$ cat src/rtl/uart_rx_oversampled.sv
// Oversampled UART receiver: recovers LSB-first frames with optional even/odd parity
// using the os_tick strobe as the sampling time base.
module uart_rx_oversampled #(
   parameter int DATA_BITS = 8,
   parameter int PARITY    = 0
) (
   input  logic                 clk,
   input  logic                 rst,
   input  logic                 os_tick,
   input  logic [4:0]           oversampling_factor,
   input  logic                 rx,
   output logic [DATA_BITS-1:0] rx_data,
   output logic                 rx_valid,
   output logic                 parity_error,
   output logic                 frame_error,
   output logic                 busy
);

   typedef enum logic [2:0] {
      S_IDLE, S_START, S_DATA, S_PARITY, S_STOP, S_BREAK
   } state_t;

   localparam logic [2:0] LAST_BIT = 3'(DATA_BITS - 1);
   localparam logic       ODD_PAR  = (PARITY == 2);

   function automatic logic [4:0] sat_factor(input logic [4:0] f);
      return (f < 5'd4) ? 5'd4 : f;
   endfunction

   function automatic logic parity_mismatch(input logic [DATA_BITS-1:0] d, input logic p);
      return (^d) ^ p ^ ODD_PAR;
   endfunction

   state_t               state, state_nxt;
   logic                 rx_meta_p0, rx_s;
   logic [4:0]           f_lat, f_nxt, tick_cnt, tick_nxt, half;
   logic [2:0]           bit_idx, idx_nxt;
   logic [DATA_BITS-1:0] shift_p1;
   logic                 par_bad, par_bad_nxt;
   logic                 shift_en, valid_nxt, perr_nxt, ferr_nxt;
   logic                 at_half, at_full;

   assign half    = f_lat >> 1;
   assign at_half = (tick_cnt == half - 5'd1);
   assign at_full = (tick_cnt == f_lat - 5'd1);
   assign busy    = (state != S_IDLE);

   // Stage p0: two-flop synchronizer, idles high so reset never looks like a start bit
   always_ff @(posedge clk or negedge rst) begin
      if (!rst) begin
         rx_meta_p0 <= 1'b1;
         rx_s       <= 1'b1;
      end else begin
         rx_meta_p0 <= rx;
         rx_s       <= rx_meta_p0;
      end
   end

   always_comb begin
      state_nxt   = state;
      f_nxt       = f_lat;
      tick_nxt    = tick_cnt;
      idx_nxt     = bit_idx;
      par_bad_nxt = par_bad;
      shift_en    = 1'b0;
      valid_nxt   = 1'b0;
      perr_nxt    = 1'b0;
      ferr_nxt    = 1'b0;
      if (os_tick) begin
         case (state)
            S_IDLE: begin
               if (!rx_s) begin
                  state_nxt = S_START;
                  tick_nxt  = 5'd0;
                  f_nxt     = sat_factor(oversampling_factor);
               end
            end
            S_START: begin
               if (at_half) begin
                  tick_nxt  = 5'd0;
                  idx_nxt   = 3'd0;
                  state_nxt = rx_s ? S_IDLE : S_DATA;
               end else begin
                  tick_nxt = tick_cnt + 5'd1;
               end
            end
            S_DATA: begin
               if (at_full) begin
                  shift_en = 1'b1;
                  tick_nxt = 5'd0;
                  idx_nxt  = bit_idx + 3'd1;
                  if (bit_idx == LAST_BIT)
                     state_nxt = (PARITY != 0) ? S_PARITY : S_STOP;
               end else begin
                  tick_nxt = tick_cnt + 5'd1;
               end
            end
            S_PARITY: begin
               if (at_full) begin
                  // All data bits are in the shift register by now
                  par_bad_nxt = parity_mismatch(shift_p1, rx_s);
                  tick_nxt    = 5'd0;
                  state_nxt   = S_STOP;
               end else begin
                  tick_nxt = tick_cnt + 5'd1;
               end
            end
            S_STOP: begin
               if (at_full) begin
                  tick_nxt = 5'd0;
                  if (rx_s) begin
                     valid_nxt = 1'b1;
                     perr_nxt  = par_bad;
                     state_nxt = S_IDLE;
                  end else begin
                     ferr_nxt  = 1'b1;
                     state_nxt = S_BREAK;
                  end
               end else begin
                  tick_nxt = tick_cnt + 5'd1;
               end
            end
            S_BREAK: begin
               if (rx_s) state_nxt = S_IDLE;
            end
            default: state_nxt = S_IDLE;
         endcase
      end
   end

   // Stage p1: frame control and registered output pulses
   always_ff @(posedge clk or negedge rst) begin
      if (!rst) begin
         state        <= S_IDLE;
         f_lat        <= 5'd0;
         tick_cnt     <= 5'd0;
         bit_idx      <= 3'd0;
         par_bad      <= 1'b0;
         rx_data      <= '0;
         rx_valid     <= 1'b0;
         parity_error <= 1'b0;
         frame_error  <= 1'b0;
      end else begin
         state        <= state_nxt;
         f_lat        <= f_nxt;
         tick_cnt     <= tick_nxt;
         bit_idx      <= idx_nxt;
         par_bad      <= par_bad_nxt;
         rx_valid     <= valid_nxt;
         parity_error <= perr_nxt;
         frame_error  <= ferr_nxt;
         if (valid_nxt) rx_data <= shift_p1;
      end
   end

   // Payload shift register is fully overwritten every frame before use
   always_ff @(posedge clk) begin
      if (shift_en) shift_p1 <= {rx_s, shift_p1[DATA_BITS-1:1]};
   end

endmodule

$ cat config.mk
export PLATFORM = sky130hd
export DESIGN_NAME = uart_rx_oversampled
export DESIGN_NICKNAME = d
export VERILOG_FILES = /design/src/rtl/uart_rx_oversampled.sv
export SDC_FILE = /design/constraint.sdc
export NUM_CORES = 1
export LEC_CHECK = 0
export CAP_MARGIN = 0
export CORE_MARGIN = 8
export CORE_UTILIZATION = 55
export DETAILED_ROUTE_END_ITERATION = 16
export PLACE_DENSITY = 0.78
export SYNTH_ARGS = -nofsm -noshare
export SYNTH_HDL_FRONTEND = slang
export SYNTH_SLANG_ARGS = --single-unit
$ cat constraint.sdc
create_clock -name clk -period 3.1 [get_ports clk]
set_clock_uncertainty 0.2 [all_clocks]
set_input_delay 0.62 -clock clk [delete_from_list [all_inputs] [get_ports clk]]
set_output_delay 0.62 -clock clk [all_outputs]
set_load 0.005 [all_outputs]
# == Word level (Yosys, flattened, before mapping) ==
# Cells that the tools add are included.
# totals
inputBits,9
reg_bits,38
output_inout_bits,12
# op_classes
bitwise,2
magnitude_cmp,1
n_mux,33
addsub,4
n_eq_ne,15
reduce_logical,11
# ops
operator,count
$mux W3,10
$mux W5,4
$pmux W3 S6,1
$mux W1,15
$pmux W5 S3,1
$ne A2 B2 Y1 const B,7
$eq A5 B5 Y1,2
$eq A3 B3 Y1 const B,3
$reduce_and A3 Y1,3
$reduce_and A8 Y1,1
$reduce_xor A8 Y1,1
$eq A3 B2 Y1 const B,2
$pmux W3 S2,1
$reduce_bool A3 Y1,2
$add A5 B1 Y5 const B,1
$lt A5 B3 Y1 const B,1
$sub A4 B1 Y5 const B,1
$sub A5 B1 Y5 const B,1
$reduce_and A4 Y1,1
$add A3 B1 Y3 const B,1
$eq A3 B1 Y1 const B,1
$logic_not A3 Y1,1
$reduce_or A3 Y1,1
$mux W2,1
other kinds (3),3

# == Logic depth before layout (Yosys ltp) ==
# depth
depth_word,5
ltp_mapped,9
depth_no_buf,8

# == Worst setup path before layout ==
# No wires, ideal clock.
# synth_timing
path_type,register to register
startpoint,reg f_lat[1]
endpoint,reg rx_data[0]
t_required_ns,2.775
synth_period_minus_slack_ns,2.711
setup_slack_ns,0.389
stages_incl_launch_ff,10
setup_time_ns,0.125
arrival_ns,2.386
path_buffers,1
cell_sequence,dfrtp_1 inv_1 ha_1 nor2b_1 o31a_1 a211oi_2 nand2_2 or4_4 buf_6 mux2_4
# synth_between
elab_chain_len,5
# synth_lines
element,line_no,rtl
start: declaration,36,"logic [4:0] f_lat, f_nxt, tick_cnt, tick_nxt, half;"
start signal: assignment,145,f_lat <= f_nxt;
$sub A5 B1 Y5,45,assign at_full = (tick_cnt == f_lat - 5'd1);
$eq A5 B5 Y1,45,
$mux W1,109,if (at_full) begin
$mux W1,70,case (state)
$mux W1,69,if (os_tick) begin
end signal: assignment,152,if (valid_nxt) rx_data <= shift_p1;
end: declaration,12,"output logic [DATA_BITS-1:0] rx_data,"
# Every way passes these cells.
# A chain may end at the register's enable or synchronous reset.

# == Worst setup path after layout ==
# layout_timing
startpoint,reg f_lat[1]
endpoint,reg rx_data[6]
# The elaborated chain is that of the path after synthesis.

==> results.md <==
* Status: completed
* Clock tree buffer depth at 2
* XOR/XNOR Fraction of Synth Area at 0.0789
* Initial antenna violation count at 0
* Final period util at 0.946
* Most common cell after layout, fill and taps aside: dfrtp_1
* Post-Syn Instances at 177
* Relative slew slack at 0.568
* Die width at 76.3 um
* CTS Hold Buffers Added at 0
* Power per Cell Area at 733 nW/um^2
* Ant diodes at 0
* Syn Nets at 192
* Largest fanout on the critical path at 10
* Post-synthesis adder-cell area fraction at 0.0376
* Min Clock Period, post-route at 2.93 ns
* Area contributors post-synth: dfrtp_1 35%, edfxtp_1 12%, mux2_4 6.0%, xnor2_1 5.7%, ha_1 3.8%
* Non-filler cells, final at 247
* Critical path launch point type: flop
* Final Hold Fails at 0
* Design area at 2340 um^2
* Dominant cell type by area after synthesis: dfrtp_1
* Die H at 76.3 um
* Routed Antenna Nets at 0
* Number of cells on the critical path at 8
* F_max at 341 MHz
* Worst-skew pair later-pin latency at 0.34 ns
* Hold WC Path Type: flop to flop
* Initial Utilization at 0.558
* Worst EP arrival at 2.96 ns
* Placed Cells at 239
* # fillers at 269
* # setup viols final at 0
* Slowest stage delay, CP at 0.62 ns
* Final core occ at 0.653
* GR Overflow Total at 0
* Unrepaired setup endpoints after global routing: no
* Num rows at 22
* Clock Sinks at 38
* Worst path top cell family by delay: simple AND/OR/NAND/NOR gates
* Mux contribution to synthesized area at 0.0965
* H-tree levels at 2
* Final setup TNS at 0 ns
* Synthesized area at 2000 um^2
* Largest net degree at the start of global routing at 31
* Vias in the first global route at 1422
* Setup crit end: rx_data[6]$_DFFE_PN0P_
* R2r setup slk at 0.17 ns
* Largest family of logic cells by synthesized area: simple AND/OR/NAND/NOR gates
* Ports at 21
* WP data required at 3.13 ns
* Final Wtd Congestion at 0.814
* CP Class: flop to flop
* Reg-to-reg endpoint: rx_data[6]$_DFFE_PN0P_
* Synthesis Warnings at 0
* Reg clk slew, reported paths at 0.11 ns
* Post-CTS setup buffer count at 0
* Post-CTS sizing at 0
* Core box area at 3580 um^2
* Lkg Pwr at 1.01 nW
* Drt total wl at 3930 um
* Critical path startpoint: f_lat[1]$_DFFE_PN0P_
* R2R cell count at 8
* Input/output buffers at 20
* Post-Synth Simple-Gate Area at 0.152
* Root buffer cell: clkbuf_4
* DRC at 0
* Layout Nets at 213
* Avg Inst Size Synth at 11.3 um^2
* Drt first-iter violations at 89
* Yosys top cell area share at 0.351
* CP endpoint kind: flop
* VDD IR-drop max at 0.480 mV
* Share of cells above drive strength 1 at 0.126
* Post-detailed-route wirelength per cell at 15.9 um
* Slew Limit Fails at 0
* Vias per cell at 5.69
* CP max stage cell: or4_4
* Die ar. at 5810 um^2
* P&R area growth vs syn at 17.0%
* Critical path cell sequence: inv_1 > ha_1 > nor2b_1 > o31a_1 > a211oi_2 > nand2_2 > or4_4 > mux2_4
* Sequential area share after synthesis at 0.497
* Max cap viols at 0
* Post-synth cell types at 41
* CTS buffer count at 5
* RR Startpoint: f_lat[1]$_DFFE_PN0P_
* Via count at 1405
* Most frequent cells in the layout: 28 x dfrtp_1, 20 x clkdlybuf4s50_1, 13 x xnor2_1, 11 x nand2_1
* Tot GR Track Use at 0.141
* Buf/Inv on CP at 1
* CTS tree: done
* Yosys reg bits at 38
* First-pass GRT wire length at 6780 um
* Slew of the pin with the lowest slew margin at 0.643 ns
* Hpwl dp at 2900 um
* Hold_sp: rx_meta_p0$_DFF_PN1_
* Placed Area at 2230 um^2
* Drt pass-1 iters at 4
* Synth Area in Compound Gates at 0.0977
==> routing by layer <==
metal,vias up,share of wire,track usage
li1,673,-,-
met1,692,0.45,0.166
met2,33,0.49,0.235
met3,7,0.039,0.0472
met4,0,0.016,0.0423
met5,-,0,0
==> cells by family (layout without fill, tap and decap cells) <==
group / Yosys count / count (layout)
AOI/OAI and AO/OA: 30 / 30
xor gates and xnor gates: 18 / 18
adders and majority gates: 6 / 6
buffers and inverters: 17 / 39
DFF: 38 / 38
muxes: 15 / 15
and+or+nand+nor: 53 / 53
==> registers in the layout, indices dropped and copies added (netlist names) <==
name,flops
shift_p1,8
rx_valid,1
par_bad,1
rx_data,8
state,3
rx_meta_p0,1
frame_error,1
rx_s,1
bit_idx,3
parity_error,1
tick_cnt,5
f_lat,5
==> worst min path at each step <==
stage	endpoint	slack (ns)	depth (start not counted)
after CTS	rx_s$_DFF_PN1_	0.15	0
after global placement	rx_s$_DFF_PN1_	0.15	0
after floorplan	bit_idx[0]$_DFFE_PN0P_	0.12	0
final	rx_s$_DFF_PN1_	0.15	0
after global routing	rx_s$_DFF_PN1_	0.16	0
after detailed placement	rx_s$_DFF_PN1_	0.15	0
==> cells in the mapped netlist <==
library cell	n
and4bb_1	1
xnor2_1	13
nand3b_1	8
nor3b_1	1
a211oi_2	1
mux2_2	2
nor3_1	6
a31oi_1	6
buf_6	2
o31ai_1	4
nand2_1	11
mux2i_1	5
nand4b_1	1
dfrtp_1	28
nor4b_1	1
o22ai_1	1
nand3_1	3
o31a_1	1
a21boi_0	1
o311a_1	2
a21oi_1	4
mux2_4	8
nor2b_1	3
nand2_2	1
and3b_1	1
buf_2	1
nor2_1	8
or4_4	1
o21ai_0	9
nand4_1	1
o211ai_1	1
or3_1	1
nand2b_1	1
edfxtp_1	8
dfstp_2	2
xor2_1	5
buf_1	1
inv_1	9
ha_1	6
clkbuf_1	4
and3_1	4
==> where the power goes <==
part / switching (mW) / total (mW) / internal (mW)
registers: 0.141 / 0.719 / 0.578
clock network: 0.162 / 0.435 / 0.273
logic: 0.290 / 0.559 / 0.270
total: 0.592 / 1.71 / 1.12
==> metrics by stage <==
stage | setup WS [ns] | hold slack [ns] | total power, mW
floorplan | 0.389 | 0.124 | 1.14
global placement | 0.301 | 0.146 | 1.24
detailed placement | 0.200 | 0.151 | 1.28
CTS | 0.171 | 0.154 | 1.72
global route | 0.0550 | 0.161 | 1.82
finish | 0.169 | 0.153 | 1.71
==> worst reg2reg max path: cells and delay by family, from the launching register on <==
family	cells	cell delay [ns]
adders and majority gates	1	0.23
buffers and inverters	1	0.10
muxes	1	0.34
and+or+nand+nor	3	0.90
DFF	1	0.42
AOI/OAI and AO/OA	2	0.64
==> final cells by class <==
type / count / area [um^2] / share of cell area
Sequential cell: 38 / 993 / 0.425
Multi-Input combinational cell: 122 / 923 / 0.395
Timing Repair Buffer: 22 / 215 / 0.0921
Clock inverter: 2 / 60.1 / 0.0257
Tap cell: 48 / 60.1 / 0.0257
Clock buffer: 6 / 51.3 / 0.0219
Inverter: 9 / 33.8 / 0.0145
Power figures use the tool's default switching activity.
